`src/rtl/scr1_mem_ahb_pkg.sv`:
```
// Shared AHB-Lite constants, core memory interface types and lane helpers
// for the core-memory to AHB-Lite master bridge.
package scr1_mem_ahb_pkg;

    localparam int SCR1_AHB_WIDTH = 32;

    // AHB-Lite encodings
    localparam logic [1:0] SCR1_HTRANS_IDLE   = 2'b00;
    localparam logic [1:0] SCR1_HTRANS_NONSEQ = 2'b10;
    localparam logic [2:0] SCR1_HSIZE_8B      = 3'b000;
    localparam logic [2:0] SCR1_HSIZE_16B     = 3'b001;
    localparam logic [2:0] SCR1_HSIZE_32B     = 3'b010;
    localparam logic [2:0] SCR1_HBURST_SINGLE = 3'b000;
    localparam logic       SCR1_HRESP_OKAY    = 1'b0;
    localparam logic       SCR1_HRESP_ERROR   = 1'b1;
    localparam int         SCR1_HPROT_DATA    = 0;

    // Core memory interface
    typedef enum logic {
        SCR1_MEM_CMD_RD = 1'b0,
        SCR1_MEM_CMD_WR = 1'b1
    } type_scr1_mem_cmd_e;

    typedef enum logic [1:0] {
        SCR1_MEM_WIDTH_BYTE  = 2'b00,
        SCR1_MEM_WIDTH_HWORD = 2'b01,
        SCR1_MEM_WIDTH_WORD  = 2'b10
    } type_scr1_mem_width_e;

    typedef enum logic [1:0] {
        SCR1_MEM_RESP_NOTRDY = 2'b00,
        SCR1_MEM_RESP_RDY_OK = 2'b01,
        SCR1_MEM_RESP_RDY_ER = 2'b10
    } type_scr1_mem_resp_e;

    // Queued request, as accepted from the core
    typedef struct packed {
        type_scr1_mem_cmd_e          cmd;
        type_scr1_mem_width_e        width;
        logic [SCR1_AHB_WIDTH-1:0]   addr;
        logic [SCR1_AHB_WIDTH-1:0]   wdata;
    } type_scr1_ahb_req_s;

    // What the data phase still needs once the address phase has gone out
    typedef struct packed {
        type_scr1_mem_cmd_e          cmd;
        type_scr1_mem_width_e        width;
        logic [1:0]                  addr_lo;
        logic [SCR1_AHB_WIDTH-1:0]   wdata;
    } type_scr1_ahb_dp_s;

    typedef enum logic {
        SCR1_FSM_ADDR = 1'b0,
        SCR1_FSM_DATA = 1'b1
    } type_scr1_ahb_state_e;

    function automatic logic [2:0] scr1_width2hsize(input type_scr1_mem_width_e w);
        case (w)
            SCR1_MEM_WIDTH_BYTE:  return SCR1_HSIZE_8B;
            SCR1_MEM_WIDTH_HWORD: return SCR1_HSIZE_16B;
            default:              return SCR1_HSIZE_32B;
        endcase
    endfunction

    // Replicate LSB-aligned write data onto every byte lane it may land on
    function automatic logic [SCR1_AHB_WIDTH-1:0] scr1_lane_wdata(
        input type_scr1_mem_width_e      w,
        input logic [SCR1_AHB_WIDTH-1:0] d
    );
        case (w)
            SCR1_MEM_WIDTH_BYTE:  return {4{d[7:0]}};
            SCR1_MEM_WIDTH_HWORD: return {2{d[15:0]}};
            default:              return d;
        endcase
    endfunction

    // Move the addressed lane down to bit 0 and zero everything above it
    function automatic logic [SCR1_AHB_WIDTH-1:0] scr1_lane_rdata(
        input type_scr1_mem_width_e      w,
        input logic [1:0]                lo,
        input logic [SCR1_AHB_WIDTH-1:0] d
    );
        logic [SCR1_AHB_WIDTH-1:0] s;
        s = d >> {lo, 3'b000};
        case (w)
            SCR1_MEM_WIDTH_BYTE:  return {24'h0, s[7:0]};
            SCR1_MEM_WIDTH_HWORD: return {16'h0, s[15:0]};
            default:              return s;
        endcase
    endfunction

endpackage

```
`src/rtl/scr1_mem_ahb_req_fifo.sv`:
```
// Request FIFO for the AHB bridge: registered head (not fall-through),
// DEPTH entries (1..8), pointers and count reset, storage not reset.
module scr1_ahb_req_fifo
    import scr1_mem_ahb_pkg::*;
#(
    parameter int  DEPTH   = 2,
    parameter type entry_t = type_scr1_ahb_req_s
) (
    input  logic   rst_n,
    input  logic   clk,
    input  logic   push,
    input  entry_t push_data,
    input  logic   pop,
    output entry_t head,
    output logic   full,
    output logic   empty
);

    localparam int PTR_W = (DEPTH > 1) ? $clog2(DEPTH) : 1;
    localparam int CNT_W = $clog2(DEPTH + 1);

    entry_t           mem [DEPTH];
    logic [PTR_W-1:0] wr_ptr;
    logic [PTR_W-1:0] rd_ptr;
    logic [CNT_W-1:0] count;

    function automatic logic [PTR_W-1:0] ptr_inc(input logic [PTR_W-1:0] p);
        return (p == PTR_W'(DEPTH - 1)) ? '0 : p + PTR_W'(1);
    endfunction

    // Pointer and occupancy bookkeeping
    // NOTE: sequential state is updated with non-blocking assignments so every
    // flop samples the pre-edge values, independent of block ordering.
    always_ff @(posedge clk or negedge rst_n) begin
        if (!rst_n) begin
            wr_ptr <= '0;
            rd_ptr <= '0;
            count  <= '0;
        end else begin
            if (push) wr_ptr <= ptr_inc(wr_ptr);
            if (pop)  rd_ptr <= ptr_inc(rd_ptr);
            case ({push, pop})
                2'b10:   count <= count + CNT_W'(1);
                2'b01:   count <= count - CNT_W'(1);
                default: count <= count;
            endcase
        end
    end

    // Entry storage
    // NOTE: the array carries no reset; count/empty guard every read, so a
    // reset here would only add a reset net to every storage bit.
    always_ff @(posedge clk) begin
        if (push) mem[wr_ptr] <= push_data;
    end

    assign head  = mem[rd_ptr];
    assign full  = (count == CNT_W'(DEPTH));
    assign empty = (count == '0);

`ifdef SCR1_SYN_OFF_EN
    a_no_push_full: assert property (@(posedge clk) disable iff (!rst_n) push |-> !full);
    a_no_pop_empty: assert property (@(posedge clk) disable iff (!rst_n) pop |-> !empty);
`endif

endmodule

```
`src/rtl/scr1_mem_ahb.sv`:
```
// Core-memory to AHB-Lite master bridge: queued requests, pipelined
// address/data phases, lane steering and optional registered response.
module scr1_mem_ahb
    import scr1_mem_ahb_pkg::*;
#(
    parameter int REQ_FIFO_DEPTH = 2,
    parameter bit RESP_REG       = 1'b0
) (
    input  logic                      rst_n,
    input  logic                      clk,
    // Core side
    output logic                      req_ack,
    input  logic                      req,
    input  type_scr1_mem_cmd_e        cmd,
    input  type_scr1_mem_width_e      width,
    input  logic [SCR1_AHB_WIDTH-1:0] addr,
    input  logic [SCR1_AHB_WIDTH-1:0] wdata,
    output logic [SCR1_AHB_WIDTH-1:0] rdata,
    output type_scr1_mem_resp_e       resp,
    // AHB-Lite side
    output logic [3:0]                hprot,
    output logic [2:0]                hburst,
    output logic [2:0]                hsize,
    output logic [1:0]                htrans,
    output logic                      hmastlock,
    output logic [SCR1_AHB_WIDTH-1:0] haddr,
    output logic                      hwrite,
    output logic [SCR1_AHB_WIDTH-1:0] hwdata,
    input  logic                      hready,
    input  logic [SCR1_AHB_WIDTH-1:0] hrdata,
    input  logic                      hresp
);

    type_scr1_ahb_req_s        push_entry;
    type_scr1_ahb_req_s        head;
    logic                      fifo_push;
    logic                      fifo_pop;
    logic                      fifo_full;
    logic                      fifo_empty;
    type_scr1_ahb_state_e      state;
    type_scr1_ahb_state_e      state_next;
    type_scr1_ahb_dp_s         dp;
    type_scr1_mem_resp_e       resp_comb;
    logic [SCR1_AHB_WIDTH-1:0] rdata_comb;

    assign req_ack    = ~fifo_full;
    assign fifo_push  = req & ~fifo_full;
    assign push_entry = '{cmd: cmd, width: width, addr: addr, wdata: wdata};

    scr1_ahb_req_fifo #(
        .DEPTH   (REQ_FIFO_DEPTH),
        .entry_t (type_scr1_ahb_req_s)
    ) u_req_fifo (
        .rst_n     (rst_n),
        .clk       (clk),
        .push      (fifo_push),
        .push_data (push_entry),
        .pop       (fifo_pop),
        .head      (head),
        .full      (fifo_full),
        .empty     (fifo_empty)
    );

    // FSM state register
    always_ff @(posedge clk or negedge rst_n) begin
        if (!rst_n) state <= SCR1_FSM_ADDR;
        else        state <= state_next;
    end

    // FSM next state: an ERROR completion always drops back to ADDR
    // NOTE: every combinational output gets a default before the case, so no
    // path leaves a signal unassigned and no latch is inferred.
    always_comb begin
        state_next = state;
        case (state)
            SCR1_FSM_ADDR: if (!fifo_empty) state_next = SCR1_FSM_DATA;
            SCR1_FSM_DATA: begin
                if (hready && (hresp == SCR1_HRESP_ERROR || fifo_empty))
                    state_next = SCR1_FSM_ADDR;
            end
            default: state_next = SCR1_FSM_ADDR;
        endcase
    end

    // FSM outputs: address phase from the FIFO head, pop when it is accepted
    always_comb begin
        htrans    = SCR1_HTRANS_IDLE;
        fifo_pop  = 1'b0;
        resp_comb = SCR1_MEM_RESP_NOTRDY;
        case (state)
            SCR1_FSM_ADDR: begin
                if (!fifo_empty) begin
                    htrans   = SCR1_HTRANS_NONSEQ;
                    fifo_pop = 1'b1;
                end
            end
            SCR1_FSM_DATA: begin
                // Next address is held on the bus through wait states but
                // withdrawn while the slave is signalling ERROR
                if (!fifo_empty && hresp == SCR1_HRESP_OKAY) begin
                    htrans   = SCR1_HTRANS_NONSEQ;
                    fifo_pop = hready;
                end
                if (hready)
                    resp_comb = (hresp == SCR1_HRESP_ERROR) ? SCR1_MEM_RESP_RDY_ER
                                                            : SCR1_MEM_RESP_RDY_OK;
            end
            default: ;
        endcase
    end

    assign haddr     = fifo_empty ? '0 : head.addr;
    assign hwrite    = ~fifo_empty & (head.cmd == SCR1_MEM_CMD_WR);
    assign hsize     = fifo_empty ? SCR1_HSIZE_8B : scr1_width2hsize(head.width);
    assign hburst    = SCR1_HBURST_SINGLE;
    assign hmastlock = 1'b0;

    always_comb begin
        hprot                  = '0;
        hprot[SCR1_HPROT_DATA] = ~fifo_empty;
    end

    // Data-phase context, captured as the address phase is accepted
    always_ff @(posedge clk or negedge rst_n) begin
        if (!rst_n) begin
            dp <= '0;
        end else if (fifo_pop) begin
            dp <= '{cmd: head.cmd, width: head.width,
                    addr_lo: head.addr[1:0], wdata: head.wdata};
        end
    end

    assign hwdata     = scr1_lane_wdata(dp.width, dp.wdata);
    assign rdata_comb = (dp.cmd == SCR1_MEM_CMD_RD) ? scr1_lane_rdata(dp.width, dp.addr_lo, hrdata)
                                                    : '0;

    generate
        if (RESP_REG) begin : g_resp_reg
            type_scr1_mem_resp_e       resp_q;
            logic [SCR1_AHB_WIDTH-1:0] rdata_q;

            // Registered response: resp and rdata one cycle after the data phase
            always_ff @(posedge clk or negedge rst_n) begin
                if (!rst_n) begin
                    resp_q  <= SCR1_MEM_RESP_NOTRDY;
                    rdata_q <= '0;
                end else begin
                    resp_q  <= resp_comb;
                    rdata_q <= rdata_comb;
                end
            end

            assign resp  = resp_q;
            assign rdata = rdata_q;
        end else begin : g_resp_comb
            assign resp  = resp_comb;
            assign rdata = rdata_comb;
        end
    endgenerate

`ifdef SCR1_SYN_OFF_EN
    a_x_req:    assert property (@(posedge clk) disable iff (!rst_n) !$isunknown(req));
    a_x_hready: assert property (@(posedge clk) disable iff (!rst_n) !$isunknown(hready));
    a_x_hresp:  assert property (@(posedge clk) disable iff (!rst_n) !$isunknown(hresp));
    a_align:    assert property (@(posedge clk) disable iff (!rst_n)
                    req |-> !((width == SCR1_MEM_WIDTH_HWORD && addr[0]) ||
                              (width == SCR1_MEM_WIDTH_WORD  && addr[1:0] != 2'b00)));
`endif

endmodule

```
`config.mk`:
```
export PLATFORM = sky130hd
export DESIGN_NAME = scr1_mem_ahb
export DESIGN_NICKNAME = d
export VERILOG_FILES = /design/src/rtl/scr1_mem_ahb_pkg.sv /design/src/rtl/scr1_mem_ahb_req_fifo.sv /design/src/rtl/scr1_mem_ahb.sv
export SDC_FILE = /design/constraint.sdc
export NUM_CORES = 1
export LEC_CHECK = 0
export BUFFER_PORTS_ARGS = -buffer_cell sky130_fd_sc_hd__buf_2
export CORE_ASPECT_RATIO = 0.8
export CORE_MARGIN = 3
export CORE_UTILIZATION = 37
export CTS_CLUSTER_SIZE = 25
export DETAILED_ROUTE_END_ITERATION = 8
export GPL_ROUTABILITY_DRIVEN = 1
export GPL_TIMING_DRIVEN = 0
export REMOVE_ABC_BUFFERS = 1
export SETUP_SLACK_MARGIN = 0.05
export SLEW_MARGIN = 20
export SYNTH_ARGS = -nofsm -noshare
export SYNTH_HDL_FRONTEND = slang
export SYNTH_SLANG_ARGS = --single-unit
```
`constraint.sdc`:
```
create_clock -name clk -period 10.2 [get_ports clk]
set_clock_uncertainty 0.2 [all_clocks]
set_input_delay 1.02 -clock clk [delete_from_list [all_inputs] [get_ports clk]]
set_output_delay 1.02 -clock clk [all_outputs]
set_load 0.02 [all_outputs]
```
==> results.sh, run 1 <==
export IMPL_final_nets=816
export IMPL_clkLatencyLatePin_ps=420
export IMPL_antenna_found_initial=3
export IMPL_ys_warn_count=0
export IMPL_vdd_drop_max_mv=0.185
export IMPL_cts_tree="yes"
export IMPL_gr_total_overflow=0
export IMPL_core_area_um2=20200
export IMPL_hp_class="reg -> reg"
export IMPL_p_sw_mw=1.26
export IMPL_synthArstFlopShare=0.239
export IMPL_ys_types=33
export IMPL_cp_arrival_ps=2360
export IMPL_post_synth_top_area_fraction=0.519
export IMPL_cp_required_ps=8980
export IMPL_htreeDepth=4
export IMPL_num_vias=4839
export IMPL_worstSetupPathType="reg -> out"
export IMPL_final_cell_mix="206 x buf_2, 134 x edfxtp_1, 85 x mux2_2"
export IMPL_gp_congestion=1.03
export IMPL_start_kind="flip-flop"
export IMPL_critPathMaxFanout=28
export IMPL_synth_main_ff_cell="edfxtp_1"
export IMPL_setup_violations=0
export IMPL_synthTopCellsByArea="edfxtp_1 52%, dfrtp_1 14%, mux2_2 12%"
export IMPL_worstMarginPinSlew_ps=834
export IMPL_initial_core_util=0.384
export IMPL_rsz0062_at_grt="false"
export IMPL_fin_ws_ps=6620
export IMPL_cts_made_buffers=17
export IMPL_grt_max_degree=47
export IMPL_holdWs_ps=309
export IMPL_postCtsSetupBuffers=0
export IMPL_finalCritPeriodShare=0.351
export IMPL_setup_tns_ps=0
export IMPL_dieArea_um2=22700
export IMPL_pwr_share_clk=0.193
export IMPL_postCtsHoldBufs=0
export IMPL_use_met2=0.273
export IMPL_antenna_left=0
export IMPL_end_kind="output pin"
export IMPL_syn_instance_count=515
export IMPL_layout_drive_gt1_share=0.474
export IMPL_grt_pass1_wl_um=27500
export IMPL_avgSynthCellArea_um2=15.0
export IMPL_switching_share=0.392
export IMPL_first_pass_iters=4
export IMPL_p_per_area_nw_per_um2=336
export IMPL_grt_use_met1=0.178
export IMPL_port_buffers=207
export IMPL_finalHoldViolations=0
export IMPL_finalWirelength_um=17300
export IMPL_final_cells=988
export IMPL_grt_pass1_vias=5239
export IMPL_clkTransAtPathRegs_ps=70
export IMPL_fmax_ghz=0.280
export IMPL_leakagePower_nw=4.01
export IMPL_routedWlPerCell_um=17.5
export IMPL_post_route_min_period_ps=3580
export IMPL_ys_seq_area_frac=0.655
export IMPL_drc_errors=0
export IMPL_hpwl_um=11800
export IMPL_grt_total_usage=0.154
export IMPL_slew_viol_final=0
export IMPL_antenna_cells=0
export IMPL_power_frac_comb=0.430
export IMPL_dp_cells=956
export IMPL_synth_edf_count=134
export IMPL_clock_path_buffers=2
export IMPL_cts_resized_gates=0
export IMPL_outcome="completed"
export IMPL_die_w_um=168
export IMPL_cts_root_buf="clkbuf_16"
export IMPL_io_pins=217
export IMPL_seqPwrFrac=0.377
export IMPL_cts_sinks=176
export IMPL_placed_cell_area_um2=9040
export IMPL_fin_area_um2=9610
export IMPL_die_height_um=135
export IMPL_rows=46
export IMPL_syn_area_um2=7750
export IMPL_vias_per_cell=4.90
export IMPL_ys_seq_elements=176
export IMPL_drv_cap=0
export IMPL_place_ws_ps=7020
export IMPL_globalRoute_busiestLayer="met2"
export IMPL_grt_met3_usage=0.0537
export IMPL_synth_area_leader_cell="edfxtp_1"
export IMPL_internal_power_mw=1.96
export IMPL_final_common_cell="buf_2"
export IMPL_drt_iter0_drc=199
export IMPL_layout_area_overhead_vs_synth_pct=24.0
export IMPL_max_slew_margin=0.444
[flip-flops by register name, indices dropped and copies added (netlist names)]
name / cells
state: 1
u_req_fifo.wr_ptr: 1
u_req_fifo.count: 2
dp: 37
u_req_fifo.rd_ptr: 1
u_req_fifo.mem: 134
[critical path: stages (launching register included)]
cell     delay, ps
dfrtp_2        780
or3b_1         630
nor2_8         220
and2_1         140
buf_2          150
[final timing paths]
kind                       slack, ps                start             endpoint  cells past startpoint
max                             6620               dp[35]            rdata[24]                      4
min                              310               dp[19]               dp[19]                      1
max reg2reg                     7920  u_req_fifo.count[0]  u_req_fifo.count[1]                      7
min reg2reg                      310               dp[19]               dp[19]                      1
max in group asynchronous       8890                rst_n    u_req_fifo.rd_ptr                      1
min in group asynchronous        410                rst_n               dp[21]                      1
[kinds of logic (layout without fill, tap and decap cells)]
| logic type | count (synthesis) | count (layout) | synth area share |
|---|---|---|---|
| AOI/OAI and AO/OA | 37 | 37 | 0.0304 |
| xor gates and xnor gates | 5 | 5 | 0.00565 |
| adders and majority gates | 1 | 1 | 0.00161 |
| buffers and inverters | 52 | 253 | 0.0475 |
| DFF | 176 | 176 | 0.655 |
| muxes | 143 | 143 | 0.201 |
| other | 1 | 9 | 0.000484 |
| and+or+nand+nor | 100 | 100 | 0.0586 |
[layout make-up]
type,count,area [um^2]
Fill cell,1816,10600
Sequential cell,176,5080
Multi-Input combinational cell,295,2360
Timing Repair Buffer,215,1240
Clock buffer,19,443
Tap cell,264,330
Clock inverter,13,125
Inverter,6,22.5
[layer usage]
layer / part of all wire / wire length (um)
met1: 0.41 / 7150
met2: 0.50 / 8670
met3: 0.075 / 1300
met4: 0.0098 / 170
met5: 0.0019 / 33
[cell usage after synthesis, types with 3 or more instances]
cell type,count
a21oi_1,9
nor2_1,47
nor2b_1,9
edfxtp_1,134
and2_1,8
nand2_1,28
dfrtp_1,42
mux2_4,4
xnor2_1,3
nand2b_1,3
clkbuf_1,6
o21ai_0,8
a211oi_1,16
buf_6,7
buf_2,5
buf_4,26
mux2i_1,54
inv_1,5
mux2_2,85
[per-stage QoR]
step                 util  power, mW
floorplan               -       2.11
global placement    0.436       2.58
detailed placement  0.448       2.64
CTS                 0.476       3.28
global route        0.476       3.42
finish              0.476       3.23
[power groups by stage]
| stage | registers, mW | clock network [mW] | logic, mW |
|---|---|---|---|
| after floorplan | 1.20 | 0 | 0.909 |
| after global placement | 1.26 | 0 | 1.32 |
| after detailed placement | 1.24 | 0 | 1.41 |
| after CTS | 1.22 | 0.644 | 1.41 |
| after global routing | 1.25 | 0.674 | 1.50 |
| final | 1.22 | 0.625 | 1.39 |
No activity file was read; power rests on OpenSTA's default activity.
==> run 2, diff against run 1 <==
==> constraint.sdc (replaced) <==
create_clock -name clk -period 3.35 [get_ports clk]
set_clock_uncertainty 0.2 [all_clocks]
set_input_delay 0.335 -clock clk [delete_from_list [all_inputs] [get_ports clk]]
set_output_delay 0.335 -clock clk [all_outputs]
set_load 0.02 [all_outputs]
==> run 2 against run 1 <==
Design area increased by 7.2%. Clock-buffer cell count unchanged. Register-to-register slack got worse by 6900 ps. Sequential share of layout area decreased by 3.5 points. Worst setup slack got worse by 6200 ps. Via count increased by 5.5%. Sequential cell count unchanged. Critical endpoint unchanged. Routed wire length increased by 3.5%. Sequential power increased to 3.0 times the previous value. Cell count increased by 7.0%. Critical path depth unchanged.
==> results.sh, run 2 (synthesis gave the netlist of run 1 again) <==
export IMPL_cts_root_buf="clkbuf_16"
export IMPL_fin_ws_ps=460
export IMPL_largest_register_ffs=134
export IMPL_routedWlPerCell_um=17.0
export IMPL_port_buffers=207
export IMPL_outcome="completed"
export IMPL_power_total_mw=9.91
export IMPL_vdd_drop_max_mv=0.570
export IMPL_place_ws_ps=854
export IMPL_regArea_um2=5080
export IMPL_final_cells=1057
export IMPL_worstMarginPinSlew_ps=824
export IMPL_post_route_min_period_ps=2890
export IMPL_grt_total_usage=0.158
export IMPL_min_path_cells=3
export IMPL_end_kind="output pin"
export IMPL_initial_core_util=0.384
export IMPL_largest_register="u_req_fifo.mem"
export IMPL_cts_tree="yes"
export IMPL_drc_errors=0
export IMPL_fin_util=0.510
export IMPL_postCtsSetupBuffers=0
export IMPL_multi_input_area_um2=2360
export IMPL_io_pins=217
export IMPL_hpwl_um=11800
export IMPL_cp_required_ps=2810
export IMPL_vias_per_cell=4.83
export IMPL_grt_max_degree=47
export IMPL_slew_viol_final=0
export IMPL_clkTransAtPathRegs_ps=60
export IMPL_antenna_found_initial=1
export IMPL_biggestRegsByFlops="u_req_fifo.mem (134), dp (37), u_req_fifo.count (2)"
export IMPL_num_vias=5105
export IMPL_cts_resized_gates=0
export IMPL_die_w_um=168
export IMPL_cts_made_buffers=17
export IMPL_finalWirelength_um=17900
export IMPL_reg2reg_slack_ps=1060
export IMPL_gr_total_overflow=0
export IMPL_first_pass_iters=4
export IMPL_critPathMaxFanout=28
export IMPL_setup_violations=0
export IMPL_rows=46
export IMPL_die_height_um=135
export IMPL_dieArea_um2=22700
export IMPL_start_kind="flip-flop"
export IMPL_fillers=1759
export IMPL_layout_drive_gt1_share=0.433
export IMPL_clkLatencyLatePin_ps=420
export IMPL_rsz0062_at_grt="false"
export IMPL_finalHoldViolations=0
export IMPL_gp_congestion=1.03
export IMPL_worstSetupPathType="reg -> out"
export IMPL_cp_arrival_ps=2350
export IMPL_antenna_cells=0
export IMPL_drt_iter0_drc=203
export IMPL_final_common_cell="buf_2"
export IMPL_p_per_area_nw_per_um2=962
export IMPL_antenna_left=0
export IMPL_grt_pass1_wl_um=28600
export IMPL_drv_cap=0
export IMPL_core_area_um2=20200
export IMPL_grt_pass1_vias=5540
export IMPL_cts_sinks=176
export IMPL_hp_class="in -> reg"
export IMPL_reg2reg_depth=7
export IMPL_clock_path_buffers=2
export IMPL_max_slew_margin=0.451
export IMPL_setup_tns_ps=0
export IMPL_dp_cells=956
export IMPL_htreeDepth=4
export IMPL_layout_area_overhead_vs_synth_pct=32.9
export IMPL_final_cell_mix="206 x buf_2, 134 x edfxtp_1, 85 x mux2_2"
export IMPL_fmax_ghz=0.346
export IMPL_final_nets=885
export IMPL_leakagePower_nw=4.30
export IMPL_finalCritPeriodShare=0.863
-- run 2: final timing paths --
path                                      from             endpoint
setup / recovery                        dp[35]            rdata[24]
hold / removal                           hresp                state
setup reg to reg           u_req_fifo.count[0]  u_req_fifo.count[1]
hold reg to reg                         dp[19]               dp[19]
max in group asynchronous                rst_n    u_req_fifo.rd_ptr
min in group asynchronous                rst_n               dp[21]
-- run 2: layout make-up --
| cell class | instances | area share |
|---|---|---|
| Multi-Input combinational cell | 295 | 0.230 |
| Clock buffer | 19 | 0.0430 |
| Tap cell | 264 | 0.0321 |
| Sequential cell | 176 | 0.493 |
| Clock inverter | 13 | 0.0121 |
| Timing Repair Buffer | 284 | 0.188 |
| Inverter | 6 | 0.00219 |
-- run 2: routing by layer --
layer	vias up	share of wire	GRT usage
met5	-	0.00039	0
met4	2	0.0090	0.0409
met3	15	0.062	0.0467
met2	186	0.51	0.285
met1	2516	0.42	0.187
li1	2386	-	-
-- run 2: timing repair --
action                                 in CTS  in global routing
hold buffers                               69                  0
endpoints found under the hold margin     177                  0
setup endpoints to repair                   0                  0
-- run 2: power breakdown --
group          switching, mW  internal [mW]  leakage [nW]
clock                  0.846           1.06         0.271
sequential             0.645           3.06          1.73
combinational           2.38           1.91          2.30
total                   3.87           6.03          4.30
-- run 2: critical path: stages (launching register included) --
cell and delay [ps]:
dfrtp_2 780, or3b_1 630, nor2_8 220, and2_1 140, buf_2 150
-- run 2: stage by stage --
| stage | area, um^2 | hold WS [ps] |
|---|---|---|
| 6_report | 10300 | 80.1 |
| 5_1_grt | 10300 | 72.4 |
| 4_1_cts | 10300 | 58.2 |
| 3_5_place_dp | 9040 | 204 |
| 3_3_place_gp | 8800 | 277 |
| 2_1_floorplan | 7430 | -161 |
